===== src/rtl/interconnect_pkg.sv =====
// Shared types and constants for the shared-slave interconnect mux.
// Latency: n/a (types and constants only).
// Backpressure: n/a.
package interconnect_pkg;

  localparam int NUM_MASTERS        = 4;
  localparam int IDX_W              = $clog2(NUM_MASTERS);
  localparam int DEF_ADDR_W         = 8;
  localparam int DEF_DATA_W         = 8;
  localparam int DEF_TIMEOUT_CYCLES = 16;

  typedef enum logic [1:0] {
    IDLE  = 2'd0,
    ISSUE = 2'd1,
    RESP  = 2'd2,
    DONE  = 2'd3
  } mux_state_t;

  // Expand a master index back into its one-hot completion vector.
  function automatic logic [NUM_MASTERS-1:0] idx_to_onehot(input logic [IDX_W-1:0] idx);
    idx_to_onehot      = '0;
    idx_to_onehot[idx] = 1'b1;
  endfunction

endpackage


===== src/rtl/onehot_to_idx.sv =====
// Converts the 4-bit one-hot grant into a master index plus an exactly-one-set flag.
// Latency: combinational.
// Backpressure: none; pure decode.
module onehot_to_idx
  import interconnect_pkg::*;
(
  input  logic [NUM_MASTERS-1:0] onehot,
  output logic [IDX_W-1:0]       idx,
  output logic                   valid
);

  // Priority-encode the lowest set bit; only meaningful when valid is high.
  always_comb begin
    idx = '0;
    for (int i = NUM_MASTERS - 1; i >= 0; i--) begin
      if (onehot[i]) idx = IDX_W'(i);
    end
  end

  // Exactly one bit set: non-zero and clearing the lowest set bit leaves nothing.
  assign valid = (onehot != '0) &&
                 ((onehot & (onehot - NUM_MASTERS'(1))) == '0);

endmodule


===== src/rtl/interconnect_mux.sv =====
// Routes the granted master's request to one shared slave and returns completion/read data.
// Latency: grant -> S_VALID 1 cycle; write done 2 cycles, read done 3 cycles with ready/rvalid immediate.
// Backpressure: holds the captured request on S_VALID until S_READY; optional watchdog via INTERCONNECT_TIMEOUT_EN.
module interconnect_mux
  import interconnect_pkg::*;
#(
  parameter int ADDR_W         = DEF_ADDR_W,
  parameter int DATA_W         = DEF_DATA_W,
  parameter int TIMEOUT_CYCLES = DEF_TIMEOUT_CYCLES
) (
  input  logic                          clk,
  input  logic                          reset,
  input  logic [NUM_MASTERS-1:0]        GNT,
  input  logic [NUM_MASTERS*ADDR_W-1:0] M_ADDR,
  input  logic [NUM_MASTERS*DATA_W-1:0] M_WDATA,
  input  logic [NUM_MASTERS-1:0]        M_WR,
  output logic [NUM_MASTERS-1:0]        M_DONE,
  output logic [DATA_W-1:0]             M_RDATA,
  output logic                          M_ERR,
  output logic                          S_VALID,
  output logic [ADDR_W-1:0]             S_ADDR,
  output logic [DATA_W-1:0]             S_WDATA,
  output logic                          S_WR,
  input  logic                          S_READY,
  input  logic                          S_RVALID,
  input  logic [DATA_W-1:0]             S_RDATA
);

  mux_state_t       state;
  logic [IDX_W-1:0] idx;
  logic [IDX_W-1:0] gnt_idx;
  logic             gnt_vld;
  logic             to_fire;

  onehot_to_idx u_gnt_dec (
    .onehot (GNT),
    .idx    (gnt_idx),
    .valid  (gnt_vld)
  );

`ifdef INTERCONNECT_TIMEOUT_EN
  localparam int               CNT_W    = $clog2(TIMEOUT_CYCLES + 1);
  localparam logic [CNT_W-1:0] CNT_LAST = CNT_W'(TIMEOUT_CYCLES - 1);
  localparam logic [CNT_W-1:0] CNT_MAX  = CNT_W'(TIMEOUT_CYCLES);

  logic [CNT_W-1:0] wd_cnt;
  logic             err_q;

  // Watchdog: zero while idle (so it starts from 0 on ISSUE entry), counts in ISSUE/RESP, saturates.
  always_ff @(posedge clk) begin
    if (!reset) begin
      wd_cnt <= '0;
    end else if (state == IDLE) begin
      wd_cnt <= '0;
    end else if ((state == ISSUE || state == RESP) && wd_cnt != CNT_MAX) begin
      wd_cnt <= wd_cnt + CNT_W'(1);
    end
  end

  // The counter reaches its limit on the edge that moves us to DONE; a slave handshake on that edge wins.
  assign to_fire = (wd_cnt >= CNT_LAST) &&
                   ((state == ISSUE && !S_READY) || (state == RESP && !S_RVALID));

  // Error flag is high only in the DONE cycle produced by a watchdog expiry.
  always_ff @(posedge clk) begin
    if (!reset) err_q <= 1'b0;
    else        err_q <= to_fire;
  end

  assign M_ERR = err_q;
`else
  // Keeps the watchdog limit part of the interface even when no watchdog is built.
  localparam int unused_timeout_cycles = TIMEOUT_CYCLES;

  assign to_fire = 1'b0;
  assign M_ERR   = 1'b0;
`endif

  // Transaction FSM: capture grant, issue to slave, collect read data, pulse completion.
  always_ff @(posedge clk) begin
    if (!reset) begin
      state   <= IDLE;
      idx     <= '0;
      S_VALID <= 1'b0;
      S_ADDR  <= '0;
      S_WDATA <= '0;
      S_WR    <= 1'b0;
      M_DONE  <= '0;
      M_RDATA <= '0;
    end else begin
      M_DONE <= '0;
      case (state)
        IDLE: begin
          if (gnt_vld) begin
            idx     <= gnt_idx;
            S_ADDR  <= M_ADDR[gnt_idx*ADDR_W +: ADDR_W];
            S_WDATA <= M_WDATA[gnt_idx*DATA_W +: DATA_W];
            S_WR    <= M_WR[gnt_idx];
            S_VALID <= 1'b1;
            state   <= ISSUE;
          end
        end
        ISSUE: begin
          if (S_READY) begin
            S_VALID <= 1'b0;
            if (S_WR) begin
              M_DONE  <= idx_to_onehot(idx);
              M_RDATA <= '0;
              state   <= DONE;
            end else begin
              state   <= RESP;
            end
          end else if (to_fire) begin
            S_VALID <= 1'b0;
            M_DONE  <= idx_to_onehot(idx);
            M_RDATA <= '0;
            state   <= DONE;
          end
        end
        RESP: begin
          if (S_RVALID) begin
            M_DONE  <= idx_to_onehot(idx);
            M_RDATA <= S_RDATA;
            state   <= DONE;
          end else if (to_fire) begin
            M_DONE  <= idx_to_onehot(idx);
            M_RDATA <= '0;
            state   <= DONE;
          end
        end
        DONE: begin
          state <= IDLE;
        end
        default: begin
          state <= IDLE;
        end
      endcase
    end
  end

endmodule


===== config.mk =====
export PLATFORM = sky130hd
export DESIGN_NAME = interconnect_mux
export DESIGN_NICKNAME = d
export VERILOG_FILES = /design/src/rtl/interconnect_pkg.sv /design/src/rtl/onehot_to_idx.sv /design/src/rtl/interconnect_mux.sv
export SDC_FILE = /design/constraint.sdc
export NUM_CORES = 1
export LEC_CHECK = 0
export BUFFER_PORTS_ARGS = -buffer_cell sky130_fd_sc_hd__buf_4
export CORE_MARGIN = 1.5
export CORE_UTILIZATION = 42
export CTS_CLUSTER_DIAMETER = 200
export DETAILED_ROUTE_END_ITERATION = 10
export PLACE_DENSITY_LB_ADDON = 0.3
export SLEW_MARGIN = 20
export SYNTH_ARGS = -nofsm -noshare
export SYNTH_HDL_FRONTEND = slang
export SYNTH_HIERARCHICAL = 1
export SYNTH_SLANG_ARGS = --single-unit

===== constraint.sdc =====
create_clock -name clk -period 2.2 [get_ports clk]
set_input_delay 0.44 -clock clk [delete_from_list [all_inputs] [get_ports clk]]
set_output_delay 0.44 -clock clk [all_outputs]
set_load 0.05 [all_outputs]

==> tab_implementation.tex, run 1 <==
\begin{tabular}{lr}
\hline
Metric & Value \\
\hline
\multicolumn{2}{l}{\textbf{Run status}} \\
Result of the run & finished, final reports clean \\
\multicolumn{2}{l}{\textbf{Min path}} \\
Worst hold path class & in -> reg \\
Endpoint of the worst hold path & M\_RDATA[7]\$\_SDFFE\_PN0P\_ \\
Start point of the worst min-delay path & S\_RDATA[7] \\
Worst hold path stage count & 3 \\
\multicolumn{2}{l}{\textbf{Floorplan}} \\
Chip height & roughly 68 microns \\
Initial Util & between 40 and 50\% \\
Overall die area & roughly 4700 sq um \\
Site Rows & 23 \\
Number of primary I/O pins & 115 \\
Area inside the core boundary & 4060 sq um \\
Die X & just under 70 microns \\
\multicolumn{2}{l}{\textbf{Critical path}} \\
Worst path required time & 2.37 ns \\
Worst reg2reg startpoint & state[0]\$\_SDFFE\_PN0P\_ \\
R2R Path End & M\_RDATA[6]\$\_SDFFE\_PN0P\_ \\
Capturing element type of the critical path & register \\
Maximum net fanout on the critical path & 17 \\
Path depth of the worst reg2reg path & 5 \\
Critical Path Source Type & input port \\
Startpoint of the worst setup timing path & GNT[3] \\
WP data arrival & around 2.1 ns \\
Flop2flop setup slack & around 0.36 ns \\
Critical path class & in -> reg \\
\multicolumn{2}{l}{\textbf{Detailed routing}} \\
Post-DRT Antenna Nets & 0 \\
DRC violation count after routing & 0 \\
Detailed Routing Iterations Pass 1 & 4 \\
Total wire length after detailed routing & 4.71 mm \\
Wirelength per Cell & 14.7 microns \\
Vias per std cell & about 5.2 \\
Total number of vias & about 1700 \\
Initial drt markers & between 50 and 60 \\
\multicolumn{2}{l}{\textbf{Power}} \\
Pwr per Cell Area & approximately 800 nW/um\^{}2 \\
Standby leakage power & around 1.2 nW \\
Peak VDD IR & 0.000350 V \\
\multicolumn{2}{l}{\textbf{Logic synthesis}} \\
Register area share after synthesis & between 30\% and 40\% \\
Synth top area cells & dfxtp\_1, mux4\_2, a22o\_1 \\
Yosys reg bits & 34 \\
Cell type with the highest aggregate area in the netlist & dfxtp\_1 \\
Library cells used by synthesis & 36 \\
Syn avg cell area & 11.5 sq um \\
Area of the mapped netlist & 1790 sq um \\
Area fraction of the dominant cell type after synthesis & 38.0\% \\
Post-synth net total & 244 \\
Gate count of the mapped netlist & around 160 \\
Yosys warnings & 6 \\
\multicolumn{2}{l}{\textbf{Clock network}} \\
CTS root buf & clkbuf\_8 \\
Num CTS Buffers & 5 \\
Gates resized, CTS repair & 0 \\
Clk\_lat worst skew & between 0.2 and 0.3 ns \\
Number of sinks handled by clock tree synthesis & 34 \\
Clock H-tree levels & 2 \\
Hold buffer count at CTS & 0 \\
Total setup buffers inserted after CTS & 0 \\
Clock slew at the register clock pins of the worst setup and hold paths & 0.07 ns \\
Maximum number of buffers from clock root to sink & 2 \\
Clock tree from TritonCTS & yes \\
\multicolumn{2}{l}{\textbf{Timing}} \\
Count of final hold-check violations & 0 \\
Total negative setup slack & 0 ns \\
Setup clock skew after layout & between 0.006 and 0.007 ns \\
RSZ-0062 raised after global routing & no \\
Final count of negative-setup-slack endpoints & 0 \\
Final worst path period need & roughly 2.0 ns \\
Highest clock frequency the design can meet & roughly 500 MHz \\
Final worst setup slack & approximately 0.24 ns \\
Worst slew margin relative to its limit & around two fifths \\
Final Slew Violations & 0 \\
Fraction of the cycle the final worst path needs & between 80\% and 90\% \\
Transition at the pin with the smallest max-transition slack & around 0.9 ns \\
\multicolumn{2}{l}{\textbf{GRT}} \\
Wire length of the first global-routing pass & 7.41 mm \\
GRT Residual Overflow & 0 \\
GRT Total Usage & a little over a fifth \\
Maximum number of pins on one net before global-route repair & 20 \\
Antenna violations before repair & 0 \\
Via count of the first global-routing pass & around 1700 \\
\multicolumn{2}{l}{\textbf{Placed design}} \\
Buffers added on ports & approximately 110 \\
Worst slack after detailed placement & -0.0685 ns \\
Final HPWL from detailed placement & 3.79 mm \\
Final weighted congestion of routability-driven global placement & between 0.7 and 0.8 \\
\multicolumn{2}{l}{\textbf{Job}} \\
Number of max-cap violations & 0 \\
\multicolumn{2}{l}{\textbf{Finish}} \\
Total inserted antenna cells & 0 \\
Relative area change from synthesis to final layout & 54.6\% \\
Fraction of layout cells with a size suffix above 1 & approximately 55\% \\
Fill count & between 300 and 400 \\
Nets@finish & between 300 and 400 \\
\hline
\end{tabular}
==> worst max-delay path, cell delays in order <==
cell and delay (ns):
buf_4 0.13, xnor2_1 0.12, o311ai_1 0.74, a21oi_2 0.38
a22o_1 0.33
==> synth_stat cells <==
cell / n
o21a_1: 1
inv_1: 5
o2111ai_1: 1
a211oi_1: 1
nand3_1: 11
a221oi_1: 1
nor3_1: 6
nand4_1: 1
dfxtp_1: 34
nor2b_1: 3
buf_4: 1
a21oi_1: 5
or2b_1: 1
xnor2_1: 1
or4b_1: 2
a21boi_1: 1
nand2_1: 12
o311ai_1: 1
a22o_1: 17
a211oi_4: 1
nor2_2: 2
buf_1: 1
conb_1: 1
mux2i_1: 8
mux4_2: 17
clkbuf_1: 1
o31ai_1: 1
ha_1: 4
nand2b_1: 3
a21oi_2: 1
inv_2: 1
buf_12: 1
buf_2: 5
nor2_1: 2
a32o_1: 1
buf_6: 1
==> routing by layer <==
layer / track usage, % / part of all wire (%)
met1: 23.0 / 39
met2: 39.2 / 51
met3: 7.07 / 8.7
met4: 6.75 / 1.3
met5: 0 / 0
==> cells in the final DEF (no fill, tap or decap), drive strengths merged <==
master and count:
conb 1, mux2i 8, a211oi 2, nor3 6
dfxtp 34, ha 4, nor2 4, nand3 11
o21a 1, clkbuf 6, a32o 1, o311ai 1
nand2 12, a221oi 1, a22o 17, clkinv 1
inv 6, a21oi 6, a21boi 1, buf 116
or2b 1, nand2b 3, mux4 17, xnor2 1
nor2b 3, or4b 2, o2111ai 1, o31ai 1
nand4 1, clkinvlp 1
==> report_power, final <==
group	total, mW	leakage (nW)	switching (mW)	internal, mW
clock	0.474	0.0472	0.223	0.251
sequential	0.744	0.276	0.0523	0.692
combinational	0.997	0.883	0.562	0.436
==> how the worst max path moves through the flow <==
| stage | end |
|---|---|
| 2_1_floorplan | S_WR$_SDFFE_PN0P_ |
| 3_3_place_gp | S_ADDR[5]$_SDFFE_PN0P_ |
| 3_5_place_dp | S_ADDR[1]$_SDFFE_PN0P_ |
| 4_1_cts | S_ADDR[1]$_SDFFE_PN0P_ |
| 5_1_grt | S_ADDR[1]$_SDFFE_PN0P_ |
| 6_report | S_ADDR[1]$_SDFFE_PN0P_ |
==> kinds of logic after synthesis <==
kind of cell	after synthesis	synth area share, %
buf+inv	16	5.24
compound gates	32	15.0
simple gates	43	12.4
mux	25	25.9
other cells	1	0.209
fa+ha+maj	4	2.80
flops	34	38.0
xor+xnor	1	0.489
==> state kept, by name (all words and copies together) (netlist names) <==
signal   cells
M_RDATA      8
S_ADDR       8
S_WDATA      8
M_DONE       4
idx          2
state        2
S_VALID      1
S_WR         1
==> area by class of cell <==
| class | count | area (sq um) | area share [%] |
|---|---|---|---|
| Clock inverter | 2 | 12.5 | 0.452 |
| Clock buffer | 6 | 82.6 | 2.98 |
| Multi-Input combinational cell | 106 | 1020 | 37.0 |
| Tap cell | 50 | 62.6 | 2.26 |
| Inverter | 6 | 22.5 | 0.813 |
| Sequential cell | 34 | 681 | 24.6 |
| Timing Repair Buffer | 116 | 883 | 31.9 |
==> per-stage QoR <==
stage / total power, mW / instances / hold slack (ns) / utilization (%) / area (sq um)
5_1_grt: 2.33 / 320 / 0.453 / 68.2 / 2770
6_report: 2.22 / 320 / 0.445 / 68.2 / 2770
2_1_floorplan: 1.45 / 156 / 0.441 / - / 1790
3_3_place_gp: 1.74 / 312 / 0.445 / 65.9 / 2670
3_5_place_dp: 1.75 / 312 / 0.457 / 65.9 / 2670
4_1_cts: 2.23 / 320 / 0.443 / 68.2 / 2770
No activity file was read; power rests on OpenSTA's default activity.
==> run 2: changes to the inputs <==
Settings changed: HOLD_SLACK_MARGIN set to 0.15.
Clock period 2.2 ns to 2.15 ns, I/O delays scaled along.
==> tab_implementation.tex, run 2 (synthesized netlist as in run 1, its figures left out) <==
\begin{tabular}{lr}
\hline
Metric & Value \\
\hline
\multicolumn{2}{l}{\textbf{Run status}} \\
Result of the run & finished, final reports clean \\
\multicolumn{2}{l}{\textbf{Finish}} \\
Total inserted antenna cells & 0 \\
Most common library cell in the layout ignoring fill and taps & buf\_4 \\
Fill count & approximately 330 \\
Area used by sequential logic in the layout & between 600 and 700 sq um \\
Nets@finish & between 300 and 400 \\
Commonest cells after routing, fill and taps aside & buf\_4, dfxtp\_1, mux4\_2, a22o\_1, nand2\_1 \\
Largest registers & M\_RDATA x8, S\_ADDR x8, S\_WDATA x8 \\
Footprint of the multi-input gates & about 1000 sq um \\
Relative area change from synthesis to final layout & 55.1\% \\
Fraction of layout cells with a size suffix above 1 & a little over half \\
\multicolumn{2}{l}{\textbf{Critical path}} \\
Critical path class & in -> reg \\
Critical Path Source Type & input port \\
CP peak stage delay & approximately 0.75 ns \\
Cell at the slowest stage of the critical path & o311ai\_1 \\
Capturing element type of the critical path & register \\
Series of cell instances along the critical path & buf\_4 > xnor2\_1 > o311ai\_1 > a21oi\_2 > a22o\_1 \\
Worst path required time & 2.32 ns \\
Maximum net fanout on the critical path & 17 \\
WP data arrival & between 2 and 2.5 ns \\
\multicolumn{2}{l}{\textbf{Power}} \\
Net Sw Power & between 0.8 and 0.9 mW \\
Internal portion of total power & between 1 and 1.5 mW \\
Sequential fraction of design power & between 30\% and 40\% \\
Final Total Pwr & 2.26 mW \\
Peak VDD IR & 0.000363 V \\
Proportion of power drawn by the clock network & 20.9\% \\
Standby leakage power & 1.21 nW \\
Logic gate share of total power & approximately 45\% \\
Pwr per Cell Area & between 800 and 900 nW/um\^{}2 \\
Switching Fraction & between 30\% and 40\% \\
\multicolumn{2}{l}{\textbf{Placed design}} \\
Buffers added on ports & approximately 110 \\
Final weighted congestion of routability-driven global placement & between 0.7 and 0.8 \\
Worst slack after detailed placement & -0.156 ns \\
Final HPWL from detailed placement & 3.80 mm \\
\multicolumn{2}{l}{\textbf{Clock network}} \\
CTS root buf & clkbuf\_8 \\
Hold buffer count at CTS & 0 \\
Gates resized, CTS repair & 0 \\
Clock slew at the register clock pins of the worst setup and hold paths & roughly 0.070 ns \\
Maximum number of buffers from clock root to sink & 2 \\
Number of sinks handled by clock tree synthesis & 34 \\
Total setup buffers inserted after CTS & 0 \\
Clock tree from TritonCTS & yes \\
Clock H-tree levels & 2 \\
Clk\_lat worst skew & around 0.28 ns \\
Num CTS Buffers & 5 \\
\multicolumn{2}{l}{\textbf{Timing}} \\
Count of final hold-check violations & 0 \\
Worst slew margin relative to its limit & a little under two fifths \\
Final Slew Violations & 0 \\
Highest clock frequency the design can meet & 507 MHz \\
Fraction of the cycle the final worst path needs & about nine tenths \\
Final count of negative-setup-slack endpoints & 0 \\
Final worst path period need & 1.97 ns \\
Transition at the pin with the smallest max-transition slack & between 0.9 and 1 ns \\
RSZ-0062 raised after global routing & no \\
Setup clock skew after layout & around 0.006 ns \\
Final worst setup slack & around 0.18 ns \\
Final hold slack & approximately 0.43 ns \\
\multicolumn{2}{l}{\textbf{Floorplan}} \\
Site Rows & 23 \\
Overall die area & 4660 sq um \\
Initial Util & around 44\% \\
Chip height & 68.3 microns \\
Area inside the core boundary & around 4000 sq um \\
Number of primary I/O pins & about 120 \\
Die X & around 70 microns \\
\multicolumn{2}{l}{\textbf{Detailed routing}} \\
Vias per std cell & between 5 and 6 \\
Detailed Routing Iterations Pass 1 & 4 \\
Wirelength per Cell & between 10 and 15 microns \\
Total number of vias & 1712 \\
Post-DRT Antenna Nets & 0 \\
Initial drt markers & 60 \\
Total wire length after detailed routing & between 4 and 5 mm \\
DRC violation count after routing & 0 \\
\multicolumn{2}{l}{\textbf{GRT}} \\
GRT Residual Overflow & 0 \\
Antenna violations before repair & 0 \\
Maximum number of pins on one net before global-route repair & 20 \\
Wire length of the first global-routing pass & around 7.4 mm \\
Via count of the first global-routing pass & about 1800 \\
GRT Total Usage & a little over a fifth \\
\multicolumn{2}{l}{\textbf{Job}} \\
Number of max-cap violations & 0 \\
\multicolumn{2}{l}{\textbf{Min path}} \\
Worst hold path class & in -> reg \\
\hline
\end{tabular}
[run 2: cell types whose count changed in the layout (fill, tap and decap cells not counted), sizes merged]
cell,before,now
clkbuf,6,7
clkinvlp,1,0
[run 2: final cells by class]
| cell class | instances | area share, % |
|---|---|---|
| tap | 50 | 2.25 |
| clock buffer | 7 | 3.11 |
| clock inverter | 1 | 0.180 |
| timing repair buffer | 116 | 32.3 |
| multi-input combinational | 106 | 36.9 |
| sequential | 34 | 24.5 |
| inverter | 6 | 0.811 |
[run 2: path summary, 6_finish.rpt]
| kind | start | depth (start not counted) | slack, ns | endpoint |
|---|---|---|---|---|
| max | GNT[3] | 5 | 0.18 | S_ADDR[1]$_SDFFE_PN0P_ |
| max reg2reg | state[0]$_SDFFE_PN0P_ | 5 | 0.29 | M_RDATA[4]$_SDFFE_PN0P_ |
| min reg2reg | M_RDATA[5]$_SDFFE_PN0P_ | 2 | 0.45 | M_RDATA[5]$_SDFFE_PN0P_ |
| min | S_RDATA[7] | 3 | 0.43 | M_RDATA[7]$_SDFFE_PN0P_ |
[run 2: power groups by stage]
| stage | combinational [mW] | sequential, mW | clock (mW) |
|---|---|---|---|
| 3_5_place_dp | 1.03 | 0.771 | 0 |
| 5_1_grt | 1.10 | 0.767 | 0.511 |
| 4_1_cts | 1.03 | 0.760 | 0.489 |
| 3_3_place_gp | 1.01 | 0.771 | 0 |
| 2_1_floorplan | 0.526 | 0.960 | 0 |
| 6_report | 1.02 | 0.760 | 0.471 |
[run 2: critical path: cells and delay by family]
| kind | cells | cell delay [ns] |
|---|---|---|
| compound gates | 3 | 1.46 |
| xor+xnor | 1 | 0.12 |
| buf+inv | 1 | 0.13 |
[run 2: routing by layer]
layer	vias to the layer above	share of wire, %	global-route usage, %
li1	819	-	-
met1	808	38	21.2
met2	77	52	41.0
met3	8	8.7	7.57
met4	0	1.9	9.50
met5	-	0	0
[run 2: through the flow]
stage	TNS, ns	std cells	instance area [sq um]	util, %
final	0	320	2780	68.5
after floorplan	0	156	1790	-
after detailed placement	-2.39	312	2690	66.2
after global routing	0	320	2780	68.5
after CTS	0	320	2780	68.5
after global placement	-1.17	312	2690	66.2
==> run 3: changes to the inputs <==
Settings changed: CORE_UTILIZATION 42 to 45.
Clock period 2.15 ns to 2.4 ns, I/O delays scaled along.
==> tab_implementation.tex, run 3 (synthesized netlist as in run 1, its figures left out) <==
\begin{tabular}{lr}
\hline
Metric & Value \\
\hline
\multicolumn{2}{l}{\textbf{Clock network}} \\
CTS root buf & clkbuf\_8 \\
Number of sinks handled by clock tree synthesis & 34 \\
Clk\_lat worst skew & between 0.2 and 0.3 ns \\
Gates resized, CTS repair & 0 \\
Hold buffer count at CTS & 0 \\
Maximum number of buffers from clock root to sink & 2 \\
Clock H-tree levels & 2 \\
Clock tree from TritonCTS & yes \\
Clock slew at the register clock pins of the worst setup and hold paths & around 0.080 ns \\
Num CTS Buffers & 5 \\
Total setup buffers inserted after CTS & 0 \\
\multicolumn{2}{l}{\textbf{Critical path}} \\
Cell at the slowest stage of the critical path & o311ai\_1 \\
Startpoint of the worst setup timing path & GNT[3] \\
Path depth of the worst reg2reg path & 5 \\
Critical Path Source Type & input port \\
Flop2flop setup slack & approximately 0.53 ns \\
Critical path class & in -> reg \\
Worst path required time & 2.58 ns \\
Worst reg2reg startpoint & state[0]\$\_SDFFE\_PN0P\_ \\
Series of cell instances along the critical path & buf\_4 > xnor2\_1 > o311ai\_1 > a21oi\_2 > a22o\_1 \\
Maximum net fanout on the critical path & 17 \\
Capturing element type of the critical path & register \\
R2R Path End & M\_RDATA[1]\$\_SDFFE\_PN0P\_ \\
WP data arrival & 2.16 ns \\
CP peak stage delay & between 0.7 and 0.8 ns \\
\multicolumn{2}{l}{\textbf{Timing}} \\
Transition at the pin with the smallest max-transition slack & approximately 0.86 ns \\
Highest clock frequency the design can meet & 505 MHz \\
Setup clock skew after layout & between 0.01 and 0.015 ns \\
Final count of negative-setup-slack endpoints & 0 \\
Worst slew margin relative to its limit & 41.5\% \\
Final Slew Violations & 0 \\
Fraction of the cycle the final worst path needs & around 82\% \\
Count of final hold-check violations & 0 \\
RSZ-0062 raised after global routing & no \\
Final worst path period need & 1.98 ns \\
Total negative setup slack & 0 ns \\
\multicolumn{2}{l}{\textbf{Run status}} \\
Result of the run & finished, final reports clean \\
\multicolumn{2}{l}{\textbf{Job}} \\
Number of max-cap violations & 0 \\
\multicolumn{2}{l}{\textbf{Placed design}} \\
Final weighted congestion of routability-driven global placement & about 0.85 \\
Final HPWL from detailed placement & between 3 and 4 mm \\
Buffers added on ports & 113 \\
Number of cells after detailed placement & roughly 310 \\
\multicolumn{2}{l}{\textbf{Detailed routing}} \\
Detailed-routed wire length on met3 & 383 microns \\
Wirelength per Cell & about 15 microns \\
Max Used Layer & met4 \\
Vias per std cell & 5.34 \\
Initial drt markers & 75 \\
Total wire length after detailed routing & roughly 4.8 mm \\
Total number of vias & about 1700 \\
Detailed Routing Iterations Pass 1 & 4 \\
Met2 layer wire length in the routed design & approximately 2.6 mm \\
Post-DRT Antenna Nets & 0 \\
DRC violation count after routing & 0 \\
Detailed-route wire length on metal 1 & roughly 1.7 mm \\
\multicolumn{2}{l}{\textbf{Floorplan}} \\
Area inside the core boundary & between 3000 and 4000 sq um \\
Initial Util & a little under half \\
Die X & between 60 and 70 microns \\
Chip height & $\sim$66 microns \\
Overall die area & 4370 sq um \\
Number of primary I/O pins & about 120 \\
Site Rows & 22 \\
\multicolumn{2}{l}{\textbf{GRT}} \\
GRT Total Usage & around 22\% \\
Maximum number of pins on one net before global-route repair & 20 \\
GRT Residual Overflow & 0 \\
Via count of the first global-routing pass & about 1700 \\
Wire length of the first global-routing pass & just over 7 mm \\
Antenna violations before repair & 0 \\
\multicolumn{2}{l}{\textbf{Min path}} \\
Endpoint of the worst hold path & M\_RDATA[7]\$\_SDFFE\_PN0P\_ \\
Worst hold path stage count & 2 \\
Start point of the worst min-delay path & M\_RDATA[7]\$\_SDFFE\_PN0P\_ \\
Worst hold path class & reg -> reg \\
\multicolumn{2}{l}{\textbf{Finish}} \\
Fraction of layout cells with a size suffix above 1 & 55.0\% \\
Total inserted antenna cells & 0 \\
Largest registers & M\_RDATA x8, S\_ADDR x8, S\_WDATA x8 \\
Nets@finish & around 360 \\
Commonest cells after routing, fill and taps aside & buf\_4, dfxtp\_1, mux4\_2, a22o\_1, nand2\_1 \\
Relative area change from synthesis to final layout & 57.3\% \\
Fill count & 270 \\
Count of non-filler cells in the finished layout & 319 \\
Most common library cell in the layout ignoring fill and taps & buf\_4 \\
\multicolumn{2}{l}{\textbf{Power}} \\
Peak VDD IR & between 0.0003 and 0.0004 V \\
Standby leakage power & 1.23 nW \\
Pwr per Cell Area & between 700 and 800 nW/um\^{}2 \\
Final Total Pwr & 2.23 mW \\
\hline
\end{tabular}
## run 3: cell types whose count changed in the layout (fill, tap and decap cells not counted), sizes merged
cell,previous run,this run
buf,116,117
clkbuf,7,5
bufinv,0,2
## run 3: through the flow
step	cell area (sq um)	util [%]	worst slack (ns)	hold WS, ns
final	2820	75.2	0.421	0.464
after global routing	2820	75.2	0.313	0.475
after CTS	2820	75.2	0.447	0.466
after detailed placement	2680	71.6	0.191	0.454
after global placement	2680	71.6	0.264	0.444
after floorplan	1790	-	0.365	0.441
## run 3: layer usage
layer  vias to the layer above  GRT usage [%]
met3                         6           7.50
li1                        824              -
met1                       796           22.2
met5                         -              0
met2                        76           41.8
met4                         0           9.95
## run 3: power breakdown
group | total (mW) | switching [mW] | internal (mW)
combinational | 0.917 | 0.516 | 0.401
sequential | 0.678 | 0.0439 | 0.634
clock | 0.636 | 0.220 | 0.416
total | 2.23 | 0.780 | 1.45
## run 3: worst max-delay path by stage
stage               slack [ns]  depth (start not counted)                       to
global placement          0.26                          5   S_ADDR[0]$_SDFFE_PN0P_
floorplan                 0.37                          6        S_WR$_SDFFE_PN0P_
detailed placement        0.19                          5   S_ADDR[4]$_SDFFE_PN0P_
global route              0.31                          5  S_WDATA[2]$_SDFFE_PN0P_
finish                    0.42                          5  S_WDATA[2]$_SDFFE_PN0P_
CTS                       0.45                          5  S_WDATA[2]$_SDFFE_PN0P_
## run 3: critical path: cells and delay by family
family / cells / cell delay, ns
buffers and inverters: 1 / 0.13
AOI/OAI and AO/OA: 3 / 1.43
xor gates and xnor gates: 1 / 0.12
## run 3: layout make-up
cell class	count	area, sq um	share of cell area, %
sequential	34	681	24.2
timing repair buffer	117	891	31.6
tap	48	60.1	2.13
clock buffer	5	68.8	2.44
inverter	6	22.5	0.800
clock inverter	3	68.8	2.44
multi-input combinational	106	1020	36.4
